==> config.mk <==
export PLATFORM = sky130hd
export DESIGN_NAME = arbiter_8_rr_v
export DESIGN_NICKNAME = d
export VERILOG_FILES = /design/src/rtl/arbiter_8_rr_v.sv
export SDC_FILE = /design/constraint.sdc
export NUM_CORES = 1
export LEC_CHECK = 0
export ABC_AREA = 1
export CORE_MARGIN = 10
export CORE_UTILIZATION = 55
export DETAILED_ROUTE_END_ITERATION = 12
export PLACE_DENSITY = 0.8
export SKIP_CTS_REPAIR_TIMING = 1
export SYNTH_ARGS = -nofsm -noshare
export SYNTH_HDL_FRONTEND = slang
export SYNTH_SLANG_ARGS = --single-unit
export TNS_END_PERCENT = 10
==> constraint.sdc <==
create_clock -name i_clk -period 2.8 [get_ports i_clk]
set_clock_uncertainty 0.2 [all_clocks]
set_input_delay 0.56 -clock i_clk [delete_from_list [all_inputs] [get_ports i_clk]]
set_output_delay 0.56 -clock i_clk [all_outputs]
set_load 0.05 [all_outputs]
==> src/rtl/arbiter_8_rr_v.sv <==
// 8-way arbiter for a single shared resource.
// Fixed-priority (bit 7 highest) or round-robin selection. Each grant is
// registered and held until the owner drops its request, signals done, or
// exceeds the hold limit. Every release is followed by one dead cycle
// before the next grant.
//
// state | meaning
// IDLE  | no owner, waiting for any request
// GRANT | one owner holds the resource, hold counter running
// GAP   | single dead cycle after a release, re-arbitrates at its end

module arbiter_8_rr_v #(
   parameter int MAX_HOLD = 16,
   parameter int CNT_W    = 5
) (
   input  logic       i_clk,
   input  logic       i_rst,
   input  logic       i_mode,
   input  logic [7:0] i_req,
   input  logic       i_done,
   output logic [7:0] o_gnt,
   output logic [2:0] o_gnt_id,
   output logic       o_busy,
   output logic       o_timeout
);

   typedef enum logic [1:0] {
      IDLE  = 2'd0,
      GRANT = 2'd1,
      GAP   = 2'd2
   } state_t;

   localparam bit               TMO_EN    = (MAX_HOLD != 0);
   localparam logic [CNT_W-1:0] HOLD_LAST = (MAX_HOLD == 0) ? '0 : CNT_W'(MAX_HOLD - 1);

   state_t           state;
   logic [CNT_W-1:0] hold_cnt;
   logic [2:0]       last;

   logic [2:0]       win_id;
   logic [2:0]       rr_idx;
   logic             win_any;
   logic             rel_req;
   logic             rel_done;
   logic             rel_hold;
   logic             release_now;

   // Winner selection from the live request vector; only consumed when arbitrating.
   // Later loop iterations overwrite earlier ones, so the last hit is the winner.
   always_comb begin
      win_id  = 3'd0;
      rr_idx  = 3'd0;
      win_any = |i_req;
      if (!i_mode) begin
         for (int i = 0; i < 8; i++) begin
            if (i_req[i]) begin
               win_id = 3'(i);
            end
         end
      end else begin
         // Offset 1 (just below last) is visited last and so has top priority;
         // offset 8 wraps back to last itself, which ranks lowest.
         for (int k = 8; k >= 1; k--) begin
            rr_idx = last - 3'(k);
            if (i_req[rr_idx]) begin
               win_id = rr_idx;
            end
         end
      end
   end

   // Release causes for the current owner.
   always_comb begin
      rel_req     = ~i_req[o_gnt_id];
      rel_done    = i_done;
      rel_hold    = TMO_EN && (hold_cnt == HOLD_LAST);
      release_now = rel_req | rel_done | rel_hold;
   end

   // Arbiter state machine with registered grant outputs.
   always_ff @(posedge i_clk or posedge i_rst) begin
      if (i_rst) begin
         state     <= IDLE;
         hold_cnt  <= '0;
         last      <= 3'd0;
         o_gnt     <= 8'd0;
         o_gnt_id  <= 3'd0;
         o_busy    <= 1'b0;
         o_timeout <= 1'b0;
      end else begin
         o_timeout <= 1'b0;
         case (state)
            IDLE, GAP: begin
               if (win_any) begin
                  state    <= GRANT;
                  o_gnt    <= 8'd1 << win_id;
                  o_gnt_id <= win_id;
                  o_busy   <= 1'b1;
                  hold_cnt <= '0;
               end else begin
                  state <= IDLE;
               end
            end
            GRANT: begin
               if (release_now) begin
                  state     <= GAP;
                  o_gnt     <= 8'd0;
                  o_busy    <= 1'b0;
                  last      <= o_gnt_id;
                  // Only a pure hold-limit release is reported as a timeout.
                  o_timeout <= rel_hold & ~rel_req & ~rel_done;
               end else if (hold_cnt != '1) begin
                  hold_cnt <= hold_cnt + 1'b1;
               end
            end
            default: begin
               state  <= IDLE;
               o_gnt  <= 8'd0;
               o_busy <= 1'b0;
            end
         endcase
      end
   end

endmodule

==> results of run 1 <==
-- cell usage after synthesis (all sizes together) --
library cell and count:
a21oi 17, and2 1, buf 3, dfrtp 23, ha 5, inv 39
nand2 104, nand3 44, nand4 2, nor2 19, nor3 1, nor4 1
o21a 1, o21ai 13, xnor2 1, xor2 3
-- stage by stage --
step                      util [%]  instance area [um^2]
after detailed placement      68.2                  2130
final                         69.1                  2160
after floorplan                  -                  1850
after global routing          69.1                  2160
after global placement        68.2                  2130
after CTS                     69.1                  2160
-- logic make-up after synthesis --
family          count (synthesis)
xor+xnor                        4
simple gates                  172
flops                          23
buf+inv                        42
fa+ha+maj                       5
compound gates                 31
-- path summary, 6_finish.rpt --
kind | start | to | slack [ns] | depth (start not counted)
min in group asynchronous | i_rst | hold_cnt[3] | 0.38 | 3
setup / recovery | last[0] | o_gnt[6] | 0.31 | 17
max in group asynchronous | i_rst | o_gnt_id[0] | 1.80 | 3
setup reg to reg | last[0] | o_gnt[6] | 0.31 | 17
hold / removal | o_gnt[2] | o_gnt[2] | 0.30 | 2
hold reg to reg | o_gnt[2] | o_gnt[2] | 0.30 | 2
-- worst reg2reg max path: cells and delay by family, from the launching register on --
kind            cells  cell delay (ns)
fa+ha+maj           1             0.35
flops               1             0.41
buf+inv             3             0.37
simple gates       12             0.90
compound gates      1             0.21
-- metal layers --
layer / wire length (um) / GRT usage [%]
met5: 0 / 0
met4: 59 / 4.30
met3: 100 / 1.73
met2: 2300 / 29.1
met1: 1880 / 15.8
-- sequential cells by signal, summed over array words and instances (netlist names) --
register,cells
o_gnt,8
o_busy,1
last,3
state,2
o_gnt_id,3
o_timeout,1
hold_cnt,5
-- final cells by class --
cell class	instances	area, um^2	share of cell area [%]
Multi-Input combinational cell	212	1090	50.6
Sequential cell	23	576	26.6
Timing Repair Buffer	27	263	12.2
Inverter	39	146	6.77
Tap cell	44	55.1	2.55
Clock buffer	3	22.5	1.04
Clock inverter	1	5.00	0.231
==> out/metrics.yaml, run 1 <==
critical_path:
  cp_max_fo: 9
  cp-end-kind: "flop"
  critPathBufInv: 3
  worstPathCellList: "inv_2, ha_1, inv_2, nand3_1, nand3_2, nand2_2, inv_2, nand3_1, nand2_1, nand2_1, nand2_1, nand2_1, nand2_1, nand2_1, a21oi_2, nand3_1, nand2_1"
  cpPeakStageDelay_ns: 0.41
  cp_top_family: "simple AND/OR/NAND/NOR gates"
  worstPathArrival_ns: 2.56
  cpMostUsedCell: "nand2_1"
  cp_slowest_cell: "dfrtp_1"
  setup.worst_path.start_class: "flop"
  critical_path_class: "flop to flop"
  cp.required_ns: 2.87
synthesis:
  synth_area_leaders: "dfrtp_1 31%, nand2_1 18%, nand3_1 11%"
  yosysWarnings: 0
  yosysSeqAreaShare_pct: 31.2
  synth-simple-area-share_pct: 43.8
  synth_cell_types: 26
  synth-xor-area-share_pct: 2.71
  synth.net_count: 294
  synth_compound_area_share_pct: 9.35
  synthAdderAreaFrac_pct: 3.39
  synth_top_family_by_area: "simple AND/OR/NAND/NOR gates"
  yosys.area.top_type: "dfrtp_1"
  ys_ff_latch: 23
  synth_area_per_cell_um2: 6.67
  yosysTopAreaCellShare_pct: 31.2
  synthCells: 277
  synth_mux_area_share_pct: 0
  synth_area_um2: 1850
clock_network:
  cts_tree: "yes"
  root_buffer: "clkbuf_4"
  clkSinkCount: 23
  cts_htree_levels: 1
  cts_inserted_buffers: 3
  clockBufferDepth: 2
  clkTransAtPathRegs_ns: 0.13
  worstSkewPairLatency_ns: 0.32
floorplan:
  die_w_um: 77.9
  ioPinCount: 25
  row_count: 20
  start_util_pct: 59.0
  dieArea_um2: 6080
  core_um2: 3130
  fp.dieH_um: 77.9
placement:
  post-place-ws_ns: 0.0643
  dpl.hpwl_um: 3530
  port_buffers: 24
  dpl.cell_count: 345
  gp_congestion: 0.879
timing:
  fin_ws_ns: 0.314
  finalMaxSlewViolations: 0
  relSlewSlack_pct: 64.0
  hold_violations: 0
  worst_pin_slew_ns: 0.537
  whs_ns: 0.297
  timing.fmax_ghz: 0.402
  min_period_over_period_pct: 88.8
  setup_viol: 0
  period_needed_ns: 2.49
  tns_ns: 0
  rsz0062_at_grt: "false"
route:
  drt_pass1_iterations: 5
  drt_iter0_markers: 108
  routed_wl_um: 4350
  via_per_inst: 5.11
  ant_nets: 0
  wire_per_inst_um: 12.4
  via_count: 1784
  drc: 0
finish:
  stdcell_count: 349
  area_delta_synth_final_pct: 17.1
  final_common_cell: "nand2_1"
  nNetsFinal: 323
  fillerInstances: 283
  layout-drive-gt1-share_pct: 14.8
  antenna_cells: 0
  final_cell_mix: "90 x nand2_1, 39 x nand3_1, 30 x inv_1"
global_route:
  gr-total-overflow: 0
  grt_max_degree: 24
  grt_usage_pct: 14.7
  antenna_found_initial: 0
  grt_pass1_vias: 1796
  grt_pass1_wl_um: 7690
run:
  drv.max_cap_violation_count: 0
hold_path:
  hold_path_class: "flop to flop"
status:
  status: "finished clean"
Power of run 1 is not shown: default switching activity piles up to over one toggle a cycle in this logic, so the estimate is an artifact.
==> inputs of run 2 (changes only) <==
--- a/config.mk
+++ b/config.mk
@@ -8,6 +8,7 @@
 export ABC_AREA = 1
 export CORE_MARGIN = 10
 export CORE_UTILIZATION = 55
+export CTS_BUF_LIST = sky130_fd_sc_hd__clkbuf_16
 export DETAILED_ROUTE_END_ITERATION = 12
 export PLACE_DENSITY = 0.8
 export SKIP_CTS_REPAIR_TIMING = 1
==> out/metrics.yaml, run 2 (synthesis gave the netlist of run 1 again) <==
timing:
  finalMaxSlewViolations: 0
  hold_violations: 0
  setup_viol: 0
  period_needed_ns: 2.49
  rsz0062_at_grt: "false"
  worst_pin_slew_ns: 0.522
  relSlewSlack_pct: 65.1
  min_period_over_period_pct: 88.9
  timing.fmax_ghz: 0.402
  tns_ns: 0
floorplan:
  die_w_um: 77.9
  dieArea_um2: 6080
  ioPinCount: 25
  core_um2: 3130
  fp.dieH_um: 77.9
  row_count: 20
  start_util_pct: 59.0
finish:
  layout-drive-gt1-share_pct: 14.8
  nNetsFinal: 323
  antenna_cells: 0
  stdcell_count: 349
  fillerInstances: 274
  final_cell_mix: "90 x nand2_1, 39 x nand3_1, 30 x inv_1"
  area_delta_synth_final_pct: 19.9
  largest_register_ffs: 8
  final_common_cell: "nand2_1"
  regMostFlops: "o_gnt"
  reg.largest.list: "o_gnt x8, hold_cnt x5"
placement:
  gp_congestion: 0.879
  port_buffers: 24
  dpl.cell_count: 345
  dpl.hpwl_um: 3530
critical_path:
  cp.required_ns: 2.79
  worstPathArrival_ns: 2.48
  cp_max_fo: 9
  cp-end-kind: "flop"
  r2r_start: "last[0]"
  setup.worst_path.start_class: "flop"
  critical_path_class: "flop to flop"
  crit_start: "last[0]"
global_route:
  grt_pass1_vias: 1854
  grt_pass1_wl_um: 7940
  grt_usage_pct: 15.2
  gr-total-overflow: 0
  grt_max_degree: 24
  antenna_found_initial: 0
route:
  via_count: 1814
  via_per_inst: 5.20
  ant_nets: 0
  drc: 0
  routed_wl_um: 4500
  wire_per_inst_um: 12.9
  drt_iter0_markers: 97
  drt_pass1_iterations: 4
clock_network:
  clkSinkCount: 23
  cts_tree: "yes"
  clkTransAtPathRegs_ns: 0.06
  cts_inserted_buffers: 3
  root_buffer: "clkbuf_16"
  cts_htree_levels: 1
  worstSkewPairLatency_ns: 0.25
  clockBufferDepth: 2
hold_path:
  hold_path_class: "flop to flop"
  hold_start: "o_gnt[2]"
run:
  drv.max_cap_violation_count: 0
status:
  status: "finished clean"
## run 2: cell types whose count changed in the layout (fill, tap and decap cells not counted)
cell	delta
clkbuf_16	+3
clkbuf_4	-3
## run 2: area by class of cell
type | instances | area, um^2 | share of cell area (%)
Clock buffer | 3 | 75.1 | 3.39
Clock inverter | 1 | 5.00 | 0.226
Inverter | 39 | 146 | 6.61
Multi-Input combinational cell | 212 | 1090 | 49.4
Sequential cell | 23 | 576 | 26.0
Tap cell | 44 | 55.1 | 2.49
Timing Repair Buffer | 27 | 263 | 11.9
## run 2: path summary, 6_finish.rpt
path                       endpoint  slack (ns)  depth (start not counted)
max                        o_gnt[4]        0.31                         18
min                        o_gnt[2]        0.28                          2
max reg2reg                o_gnt[4]        0.31                         18
min reg2reg                o_gnt[2]        0.28                          2
max in group asynchronous   last[0]        1.71                          3
min in group asynchronous    o_busy        0.46                          3
## run 2: layer usage
layer | vias to the layer above | global-route usage, % | routed length, um
met5 | - | 0 | 0
met4 | 0 | 3.76 | 74
met2 | 34 | 30.6 | 2450
met3 | 9 | 2.07 | 128
met1 | 833 | 15.9 | 1840
li1 | 938 | - | -
## run 2: critical path, cell delays in order, from the launching register on
cell     delay [ns]
dfrtp_1        0.35
inv_2          0.09
ha_1           0.45
inv_2          0.12
nand3_1        0.15
nand3_2        0.11
nand2_2        0.11
inv_2          0.05
nand2_2        0.04
nand2_1        0.05
nand2_1        0.05
nand2_1        0.04
nand2_1        0.05
nand2_1        0.04
nand2_1        0.06
nand2_2        0.06
a21oi_2        0.21
nand3_1        0.12
nand2_1        0.08
## run 2: stage by stage
stage	setup WS (ns)	hold WS (ns)	instance area, um^2	util, %
after floorplan	0.506	0.308	1850	-
after global placement	0.151	0.264	2130	68.2
after detailed placement	0.0643	0.268	2130	68.2
after CTS	0.257	0.288	2210	70.8
after global routing	0.0272	0.318	2210	70.8
final	0.310	0.280	2210	70.8
Power of run 2 is left out for the same reason.
==> inputs of run 3 (changes only) <==
--- a/config.mk
+++ b/config.mk
@@ -10,6 +10,7 @@
 export CORE_UTILIZATION = 55
 export CTS_BUF_LIST = sky130_fd_sc_hd__clkbuf_16
 export DETAILED_ROUTE_END_ITERATION = 12
+export GPL_TIMING_DRIVEN = 0
 export PLACE_DENSITY = 0.8
 export SKIP_CTS_REPAIR_TIMING = 1
 export SYNTH_ARGS = -nofsm -noshare
==> out/metrics.yaml, run 3 (synthesis gave the netlist of run 1 again) <==
clock_network:
  clkTransAtPathRegs_ns: 0.06
  cts_htree_levels: 1
  clockBufferDepth: 2
  cts_tree: "yes"
  root_buffer: "clkbuf_16"
  worstSkewPairLatency_ns: 0.25
  clkSinkCount: 23
  cts_inserted_buffers: 3
placement:
  gp_congestion: 0.904
  port_buffers: 24
  dpl.hpwl_um: 3430
  place_area_um2: 2140
floorplan:
  row_count: 20
  start_util_pct: 59.0
  core_um2: 3130
  die_w_um: 77.9
  ioPinCount: 25
  dieArea_um2: 6080
  fp.dieH_um: 77.9
critical_path:
  ff2ff_setup_slack_ns: 0.27
  setup.worst_path.start_class: "primary input"
  worstPathArrival_ns: 2.52
  cp_max_fo: 7
  cp-end-kind: "flop"
  cp.required_ns: 2.72
  critical_path_class: "primary input to flop"
status:
  status: "finished clean"
finish:
  final_cell_mix: "90 x nand2_1, 39 x nand3_1, 32 x inv_1"
  largest_register_ffs: 8
  layout-drive-gt1-share_pct: 14.4
  design_area_um2: 2230
  antenna_cells: 0
  area_delta_synth_final_pct: 20.9
  fin_util_pct: 71.4
  reg.largest.list: "o_gnt x8, hold_cnt x5"
  nNetsFinal: 323
  final_common_cell: "nand2_1"
  regMostFlops: "o_gnt"
timing:
  min_period_over_period_pct: 92.9
  setup_viol: 0
  finalMaxSlewViolations: 0
  rsz0062_at_grt: "false"
  timing.fmax_ghz: 0.385
  worst_pin_slew_ns: 0.881
  relSlewSlack_pct: 41.2
  hold_violations: 0
  period_needed_ns: 2.60
  whs_ns: 0.274
route:
  drc: 0
  top_layer: "met4"
  wire_per_inst_um: 12.5
  dr_wl_met3_um: 145
  drt_pass1_iterations: 4
  wl_met2_um: 2270
  routed_wl_um: 4370
  drt_iter0_markers: 147
  via_count: 1771
  via_per_inst: 5.07
  ant_nets: 0
  drt-met1-wl_um: 1880
global_route:
  antenna_found_initial: 0
  grt_usage_pct: 15.6
  grt_pass1_vias: 1769
  grt_max_degree: 24
  grt_pass1_wl_um: 8080
  gr-total-overflow: 0
run:
  drv.max_cap_violation_count: 0
hold_path:
  hold_path_class: "flop to flop"
## run 3: worst paths after layout
| path | to | cells past startpoint | start |
|---|---|---|---|
| max reg2reg | o_gnt[0] | 19 | last[1] |
| min | o_gnt[2] | 2 | o_gnt[2] |
| max | hold_cnt[2] | 10 | i_req[4] |
| min in group asynchronous | o_gnt[1] | 2 | i_rst |
| max in group asynchronous | o_gnt_id[1] | 2 | i_rst |
| min reg2reg | o_gnt[2] | 2 | o_gnt[2] |
## run 3: routing by layer
| layer | vias to the layer above | global-route usage (%) |
|---|---|---|
| li1 | 941 | - |
| met3 | 9 | 3.11 |
| met2 | 25 | 28.5 |
| met1 | 796 | 18.0 |
| met5 | - | 0 |
| met4 | 0 | 4.30 |
## run 3: cell type report
cell class / instances / area, um^2
Multi-Input combinational cell: 212 / 1110
Inverter: 39 / 146
Fill cell: 273 / 895
Tap cell: 44 / 55.1
Sequential cell: 23 / 576
Timing Repair Buffer: 24 / 240
Buffer: 3 / 30.0
Clock buffer: 3 / 75.1
Clock inverter: 1 / 3.75
## run 3: critical path: stages
cell and delay [ns]:
clkdlybuf4s50_1 0.51, nor2_1 0.20, nand3_1 0.12, nor4_1 0.30, nor2_1 0.20, nor2_1 0.25
nor2_4 0.09, nand2_1 0.08, xor2_1 0.16, nor2_1 0.06
## run 3: stage by stage
| stage | cells | worst slack, ns | setup TNS [ns] |
|---|---|---|---|
| floorplan | 277 | 0.506 | 0 |
| global placement | 345 | 0.0448 | 0 |
| detailed placement | 345 | -0.0148 | -0.0148 |
| CTS | 349 | 0.126 | 0 |
| global route | 349 | 0.00393 | 0 |
| finish | 349 | 0.200 | 0 |
Power of run 3 is left out for the same reason.
